==> src/rtl/tdm_demux_pkg.sv <==
// Shared definitions for the TDM demultiplexer: FSM state encoding, default
// frame geometry and the channel index wrap helper.
package tdm_demux_pkg;

  typedef enum logic [0:0] {
    HUNT = 1'b0,
    RECV = 1'b1
  } tdm_state_e;

  localparam int TDM_N_CH_DEF   = 2;
  localparam int TDM_SLOT_W_DEF = 8;

  function automatic int next_ch(input int idx, input int n_ch);
    if (idx >= n_ch - 1) begin
      return 0;
    end else begin
      return idx + 1;
    end
  endfunction

endpackage

==> src/rtl/tdm_slot_shifter.sv <==
// Slot shift register plus bit counter. done is high while the next shifted
// bit is the last bit of the slot; word is the slot value including that bit.
module tdm_slot_shifter
  import tdm_demux_pkg::*;
#(
  parameter int SLOT_W = TDM_SLOT_W_DEF
) (
  input  logic                         clk,
  input  logic                         rst_n,
  input  logic                         restart,
  input  logic                         shift,
  input  logic                         flush,
  input  logic                         bit_in,
  output logic [SLOT_W-1:0]            word,
  output logic [$clog2(SLOT_W+1)-1:0]  bit_cnt,
  output logic                         done
);

  localparam int CNT_W = $clog2(SLOT_W + 1);

  logic [SLOT_W-1:0] shift_r;
  logic [CNT_W-1:0]  cnt_r;

  assign word    = {shift_r[SLOT_W-2:0], bit_in};
  assign bit_cnt = cnt_r;
  assign done    = (cnt_r == CNT_W'(SLOT_W - 1));

  // Shift register and bit counter; restart loads the current bit as the slot MSB.
  always_ff @(posedge clk or negedge rst_n) begin
    if (!rst_n) begin
      shift_r <= '0;
      cnt_r   <= '0;
    end else if (flush) begin
      shift_r <= '0;
      cnt_r   <= '0;
    end else if (restart) begin
      shift_r <= {{(SLOT_W-1){1'b0}}, bit_in};
      cnt_r   <= CNT_W'(1);
    end else if (shift) begin
      shift_r <= word;
      if (done) begin
        cnt_r <= '0;
      end else begin
        cnt_r <= cnt_r + CNT_W'(1);
      end
    end else begin
      shift_r <= shift_r;
      cnt_r   <= cnt_r;
    end
  end

endmodule

==> src/rtl/tdm_demux.sv <==
// TDM demultiplexer: locks onto frame_sync, splits the serial line into
// per-channel words and flags framing violations.
module tdm_demux
  import tdm_demux_pkg::*;
#(
  parameter int N_CH   = TDM_N_CH_DEF,
  parameter int SLOT_W = TDM_SLOT_W_DEF
) (
  input  logic                     clk,
  input  logic                     rst_n,
  input  logic                     line_in,
  input  logic                     slot_en,
  input  logic                     frame_sync,
  output logic [N_CH*SLOT_W-1:0]   ch_data,
  output logic [N_CH-1:0]          ch_valid,
  output logic                     frame_done,
  output logic                     sync_err,
  output logic                     locked
);

  localparam int IDX_W = $clog2(N_CH);
  localparam int CNT_W = $clog2(SLOT_W + 1);

  tdm_state_e        state_r;
  tdm_state_e        state_nxt_s;
  logic [IDX_W-1:0]  ch_idx_r;
  logic [IDX_W-1:0]  ch_idx_nxt_s;
  logic              sh_restart_s;
  logic              sh_shift_s;
  logic              sh_flush_s;
  logic              sh_done_s;
  logic [SLOT_W-1:0] word_s;
  logic [CNT_W-1:0]  bit_cnt_s;
  logic              err_nxt_s;
  logic              at_boundary_s;
  logic              slot_done_s;
  logic              last_ch_s;

  tdm_slot_shifter #(
    .SLOT_W (SLOT_W)
  ) u_shifter (
    .clk     (clk),
    .rst_n   (rst_n),
    .restart (sh_restart_s),
    .shift   (sh_shift_s),
    .flush   (sh_flush_s),
    .bit_in  (line_in),
    .word    (word_s),
    .bit_cnt (bit_cnt_s),
    .done    (sh_done_s)
  );

  assign at_boundary_s = (ch_idx_r == '0) && (bit_cnt_s == '0);
  assign slot_done_s   = sh_shift_s && sh_done_s;
  assign last_ch_s     = (ch_idx_r == IDX_W'(N_CH - 1));

  // Next-state and shifter control for each sampled bit.
  always_comb begin
    state_nxt_s  = state_r;
    ch_idx_nxt_s = ch_idx_r;
    sh_restart_s = 1'b0;
    sh_shift_s   = 1'b0;
    sh_flush_s   = 1'b0;
    err_nxt_s    = 1'b0;
    if (slot_en) begin
      case (state_r)
        HUNT: begin
          if (frame_sync) begin
            state_nxt_s  = RECV;
            ch_idx_nxt_s = '0;
            sh_restart_s = 1'b1;
          end else begin
            state_nxt_s = HUNT;
          end
        end
        RECV: begin
          if (at_boundary_s && !frame_sync) begin
            // A frame must open with frame_sync; drop lock and the bit.
            err_nxt_s   = 1'b1;
            state_nxt_s = HUNT;
            sh_flush_s  = 1'b1;
          end else if (frame_sync) begin
            // Sync mid-frame is an error, but the bit still starts a new frame.
            err_nxt_s    = !at_boundary_s;
            ch_idx_nxt_s = '0;
            sh_restart_s = 1'b1;
          end else begin
            sh_shift_s = 1'b1;
            if (sh_done_s) begin
              ch_idx_nxt_s = IDX_W'(next_ch(int'(ch_idx_r), N_CH));
            end else begin
              ch_idx_nxt_s = ch_idx_r;
            end
          end
        end
        default: begin
          state_nxt_s = HUNT;
          sh_flush_s  = 1'b1;
        end
      endcase
    end else begin
      state_nxt_s = state_r;
    end
  end

  // State, channel index and registered outputs; pulses clear every cycle.
  always_ff @(posedge clk or negedge rst_n) begin
    if (!rst_n) begin
      state_r    <= HUNT;
      ch_idx_r   <= '0;
      ch_data    <= '0;
      ch_valid   <= '0;
      frame_done <= 1'b0;
      sync_err   <= 1'b0;
      locked     <= 1'b0;
    end else begin
      state_r    <= state_nxt_s;
      ch_idx_r   <= ch_idx_nxt_s;
      ch_valid   <= '0;
      frame_done <= 1'b0;
      sync_err   <= err_nxt_s;
      locked     <= (state_nxt_s == RECV);
      if (slot_done_s) begin
        ch_data[int'(ch_idx_r)*SLOT_W +: SLOT_W] <= word_s;
        ch_valid[ch_idx_r]                       <= 1'b1;
        frame_done                               <= last_ch_s;
      end else begin
        ch_data <= ch_data;
      end
    end
  end

endmodule

==> config.mk <==
export PLATFORM = sky130hd
export DESIGN_NAME = tdm_demux
export DESIGN_NICKNAME = d
export VERILOG_FILES = /design/src/rtl/tdm_demux_pkg.sv /design/src/rtl/tdm_slot_shifter.sv /design/src/rtl/tdm_demux.sv
export SDC_FILE = /design/constraint.sdc
export NUM_CORES = 1
export LEC_CHECK = 0
export ABC_AREA = 1
export ABC_CLOCK_PERIOD_IN_PS = 2300
export BUFFER_PORTS_ARGS = -buffer_cell sky130_fd_sc_hd__buf_2
export CAP_MARGIN = 0
export CORE_MARGIN = 2
export CORE_UTILIZATION = 40
export DETAILED_ROUTE_END_ITERATION = 7
export GPL_ROUTABILITY_DRIVEN = 0
export PLACE_DENSITY_LB_ADDON = 0.12
export SYNTH_ARGS = -nofsm -noshare
export SYNTH_HDL_FRONTEND = slang
export SYNTH_SLANG_ARGS = --single-unit
==> constraint.sdc <==
create_clock -name clk -period 2.3 [get_ports clk]
set_input_delay 0.23 -clock clk [delete_from_list [all_inputs] [get_ports clk]]
set_output_delay 0.23 -clock clk [all_outputs]
set_load 0.03 [all_outputs]
==> metrics, run 1 <==
static leakage=1.05 nW; failing checks=hold timing; slowest cell on the critical path=dfrtp_1; Post-Synth Simple-Gate Area=36.2%; post-synth cell types=20; Worst Path Max Fanout=7; Iter 0 DRT Violations=between 50 and 60; clock transition at the registers of the reported paths=0.07 ns; r2r setup slk=0.43 ns; largest family of logic cells by synthesized area=simple AND/OR/NAND/NOR gates; clock sink count=32; Compound-Gate Fraction of Synth Area=1.69%; CP max stage delay=0.52 ns; initial antenna violation count=0; peak supply drop=371 uV; FF+latch count, synth=32; PortBufs=25; Synth Area per Inst=8.54 sq um; CP required=2.50 ns; routed len/inst=11.5 microns; Final min period=1.87 ns; final core occ=48.6%; YS warnings=0; arrival time at the worst endpoint=2.07 ns; Min-Delay Path Class=input port to asynchronous set/reset pin; starting density of the core=about two fifths; final worst path period share=81.1%; final wirelength=between 2000 and 3000 microns; cts hold-fix bufs=0; PostCTS Resize Cnt=0; tightest hold margin=-0.0144 ns; clock tree buffer depth=2; DRT antenna net count=0; worst path buffer plus inverter count=3; RSZ-0062 raised after global routing=no; Post-CTS Repair Setup Buffers=0; grt total ovfl=0; largest net degree at the start of global routing=33; Worst Setup Path Type=flop to flop; H-tree depth=2; number of inserted diodes=0; setup violators final=0; total CTS buffers=5; core area=3610 sq um; Setup WS post-layout=0.435 ns; CP top delay family=simple AND/OR/NAND/NOR gates; via density per instance=4.56; Max-cap violations=0; post-synthesis mux area share=0%; CTS tree=built; Tot Pwr=1.57 mW; DP HPWL=2130 microns; I/O pin cnt=26; Area Growth Syn to Fin=18.5%; root buffer cell=clkbuf_8; drc violations=0; Final Hold Viols=21; Die ar.=4200 sq um; Final #Nets=212; synthesized area=1480 sq um; worst slack, placed=between 0.4 and 0.5 ns; post-synthesis instance total=173; crit path cell chain=inv_2 > nand4_1 > inv_1 > ha_1 > nand3_1 > nand2_1 > inv_1 > o21ai_0 > nor2_1; number of global-route vias before repair=1083; fmax=536 MHz; GR Util All Layers=16.4%; CP startpoint kind=flop; placed insts=244; die height=64.8 microns; Worst path most repeated cell=inv_1; clock skew=0.00552 ns; status=complete, but fails checks; Synth Area in Adders=3.39%; Setup crit end kind=flop; first-pass detailed-route iteration total=4; max_slew headroom=between 50% and 60%; area share of xor/xnor cells in the synthesized design=0%; Seq/Total Area, Yosys=54.2%; Clk Latency, worst-skew pair=0.28 ns; pin slew with the least headroom to its limit=0.689 ns; global-route wire length before repair=5150 microns; Final Slew Violations=0; final cell count without fillers=252; share of cells above drive strength 1=between 20% and 30%; power density cells=894 nW/um^2; final setup TNS=0 ns; num rows=22; Die Span X=64.8 microns; Mapped Nets=182; vias=1149
[logic make-up after synthesis]
logic type	Yosys count
AOI/OAI and AO/OA	5
and+or+nand+nor	117
buffers and inverters	15
adders and majority gates	4
DFF	32
[synth_stat cells, drive strengths merged]
master	instances	area share (%)
nand2	90	24
dfrtp	32	54
inv	13	3.3
nand3	12	4.4
nor2	12	6.6
ha	4	3.4
o21ai	3	1.0
a21oi	2	0.68
buf	2	1.3
nand4	2	0.85
or2	1	0.42
[where the power goes]
group	total, mW	leakage (nW)	switching [mW]	internal [mW]
Clock	0.522	0.0552	0.201	0.321
Combinational	0.343	0.562	0.234	0.109
Sequential	0.701	0.438	0.0820	0.619
Total	1.57	1.05	0.517	1.05
[metrics by stage]
step | hold slack, ns | instance area, sq um
after global placement | 0.321 | 1640
after detailed placement | 0.330 | 1640
after CTS | 0.0237 | 1750
after global routing | 0.0487 | 1750
after floorplan | -0.0656 | 1480
final | -0.0144 | 1750
[state kept, by name (all words and copies together), names as in the netlist]
| signal | count |
|---|---|
| ch_data | 16 |
| ch_idx_r | 1 |
| ch_valid | 2 |
| state_r | 1 |
| sync_err | 1 |
| u_shifter.bit_cnt | 4 |
| u_shifter.shift_r | 7 |
[layer usage]
metal,up-vias,GRT usage (%),part of all wire (%)
met1,523,21.7,46
met5,-,0,0
met4,0,6.65,1.7
met2,29,25.3,47
li1,591,-,-
met3,6,4.69,5.1
[worst paths after layout]
kind | from | to | cells past startpoint
hold / removal | rst_n | ch_data[8] | 1
setup / recovery | ch_idx_r | u_shifter.bit_cnt[2] | 9
max in group asynchronous | rst_n | u_shifter.shift_r[1] | 1
hold reg to reg | ch_data[10] | ch_data[10] | 2
setup reg to reg | ch_idx_r | u_shifter.bit_cnt[2] | 9
min in group clk | line_in | ch_data[0] | 3
[layout make-up]
type | instances | area, sq um
Inverter | 13 | 48.8
Clock buffer | 6 | 72.6
Sequential cell | 32 | 801
Fill cell | 374 | 1850
Tap cell | 48 | 60.1
Multi-Input combinational cell | 126 | 609
Clock inverter | 2 | 35.0
Timing Repair Buffer | 25 | 125
[placed cells by master, fill, tap and decap left out, types with 3 or more instances in the layout]
cell type / n
dfrtp_1: 32
inv_1: 12
nand2_2: 3
nand2_1: 86
nor2_1: 6
ha_1: 4
nand3_1: 11
buf_2: 25
clkbuf_8: 5
Power figures use the tool's default switching activity.
==> inputs of run 2 (changes only) <==
ABC_AREA = 0   (was 1)
ABC_CLOCK_PERIOD_IN_PS = 1700   (was 2300)
clock period = 1.7 ns   (was 2.3 ns; I/O delays follow)
==> run 2 against run 1 <==
The flow finishes with violations (setup timing). First-iteration DRC count fell by 68%. Area after synthesis is 1.7% lower. Core utilization grew 9.0 points.
==> metrics, run 2 <==
status=complete, but fails checks; failing checks=setup timing; number of inserted diodes=0; grt total ovfl=0; final setup TNS=-0.398 ns; Max-cap violations=0; peak supply drop=between 700 and 800 uV; Die ar.=4130 sq um; routed len/inst=15.2 microns; commonest non-fill, non-tap cells in the layout=dfrtp_1, buf_2, buf_4, mux2_4, mux2_2; crit path cell chain=inv_2 > ha_4 > nand3_4 > ha_4 > nand3_4 > nor3b_4 > buf_6 > mux2_4; initial antenna violation count=0; top_reg_cell synth=dfrtp_1; clock transition at the registers of the reported paths=0.11 ns; CP max stage delay=0.39 ns; Seq/Total Area, Yosys=between 50 and 60%; FF+latch count, synth=32; Worst Path Max Fanout=6; Die Span X=around 64 microns; CTS tree=built; Clk Latency, worst-skew pair=0.34 ns; share of cells above drive strength 1=52.5%; drc violations=0; DRT antenna net count=0; CP startpoint kind=flop; post-synth cell types=31; first-pass detailed-route iteration total=4; Metal-1 WL=1380 microns; static leakage=0.998 nW; fmax=573 MHz; die height=64.3 microns; # fillers=290; Largest Register=ch_data; H-tree depth=2; tightest hold margin=0.108 ns; Worst Setup Path Type=flop to flop; root buffer cell=clkbuf_4; number of flip-flops in the largest register=16; YS warnings=0; WL met3=~140 microns; core area=approximately 3400 sq um; GR Util All Layers=16.7%; share of the synthesized area in the top cell type=between 50 and 60%; asr flop ratio synth=100%; Final min period=1.74 ns; final core occ=57.6%; setup violators final=20; commonest non-fill, non-tap cell in the layout=dfrtp_1; Final #Nets=170; synthesized area=1450 sq um; post-synthesis instance total=114; Post-synth top cells=dfrtp_1, mux2_2, mux2_4, inv_1; starting density of the core=42.5%; slowest cell on the critical path=dfrtp_1; Mapped Nets=123; via density per instance=a little over 5; num rows=21; CP required=~1.9 ns; total CTS buffers=5; DP HPWL=2000 microns; Area Growth Syn to Fin=35.4%; Min-Delay Path Class=input port to flop; power density cells=1050 nW/um^2; global-route wire length before repair=about 5100 microns; clock tree buffer depth=2; Final Slew Violations=0; Synth area leaders=dfrtp_1, mux2_4, mux2_2, ha_1, a22o_1; wire length on met2=1580 microns; I/O pin cnt=26; Post-synth EDFFs=0; pin slew with the least headroom to its limit=between 0.7 and 0.8 ns; final worst path period share=103%; Synth Area per Inst=12.7 sq um; worst slack, placed=-0.113 ns; number of global-route vias before repair=1050; PortBufs=25; Setup crit end kind=flop; Setup WS post-layout=-0.0442 ns; clock skew=0.0170 ns; worst path buffer plus inverter count=2; Final Hold Viols=0; Iter 0 DRT Violations=18; RSZ-0062 raised after global routing=yes; max_slew headroom=between 50% and 60%; final wirelength=3160 microns; clock sink count=32; arrival time at the worst endpoint=1.97 ns; DR top layer=met4; leading area contributor after synthesis=dfrtp_1; vias=1061; CP top delay family=flip-flops; most numerous cell in the Yosys netlist=dfrtp_1; largest net degree at the start of global routing=33
-- run 2: cell types whose count changed after synthesis, sizes merged, moves of 3 or more --
cell    before  now
o21a         0    3
and3         0    3
mux2         0   17
buf          2    5
clkbuf       0    3
nand3       12    4
nand2       90    5
inv         13    7
nor2        12    4
a22o         0    5
-- run 2: worst reg2reg max path, stage by stage, from the launching register on --
cell	delay (ns)
dfrtp_1	0.39
inv_2	0.05
ha_4	0.15
nand3_4	0.06
ha_4	0.16
nand3_4	0.08
nor3b_4	0.25
buf_6	0.18
mux2_4	0.30
-- run 2: stage by stage --
stage	power (mW)	area (sq um)	instances
finish	2.06	1970	208
global route	2.17	1970	208
CTS	2.03	1930	207
detailed placement	1.33	1720	192
global placement	1.33	1720	192
floorplan	1.16	1490	114
-- run 2: final cells by class --
class	count	area (sq um)	share of cell area [%]
Multi-Input combinational cell	68	689	35.1
Clock inverter	2	35.0	1.78
Sequential cell	32	801	40.7
Timing Repair Buffer	47	317	16.1
Inverter	7	26.3	1.34
Clock buffer	6	41.3	2.10
Tap cell	46	57.6	2.93
-- run 2: what timing repair did --
action,in CTS,in global routing
buffers inserted,5,1
hold buffers,1,0
pin swaps,5,4
resized for setup,14,5
endpoints found under the hold margin,32,0
cloned,1,0
setup endpoints to repair,24,25
-- run 2: cell families after synthesis --
family          after synthesis  share of synthesized area (%)
mux                          17                           15.2
xor+xnor                      1                          0.603
compound gates               21                           10.3
flops                        32                           55.1
simple gates                 24                           9.90
buf+inv                      15                           5.34
fa+ha+maj                     4                           3.45
-- run 2: worst paths after layout --
path                                   endpoint            startpoint  depth (start not counted)  slack (ns)
max in group asynchronous            ch_data[1]                 rst_n                          2        0.82
max reg2reg                          ch_data[5]  u_shifter.bit_cnt[1]                          8       -0.04
min                                  ch_data[0]               line_in                          2        0.11
min in group asynchronous  u_shifter.shift_r[6]                 rst_n                          2        0.41
min reg2reg                         ch_data[15]           ch_data[15]                          1        0.51
max                                  ch_data[5]  u_shifter.bit_cnt[1]                          8       -0.04
-- run 2: routing by layer --
layer  track usage (%)  vias to the layer above
li1                  -                      505
met4              8.78                        0
met5                 0                        -
met3              3.70                        7
met2              27.3                       31
met1              20.5                      518
-- run 2: report_power, final --
part | internal [mW] | leakage (nW) | switching, mW | total (mW)
clock network | 0.308 | 0.0422 | 0.262 | 0.570
registers | 0.812 | 0.439 | 0.0731 | 0.885
logic | 0.299 | 0.518 | 0.310 | 0.609
total | 1.42 | 0.998 | 0.645 | 2.06
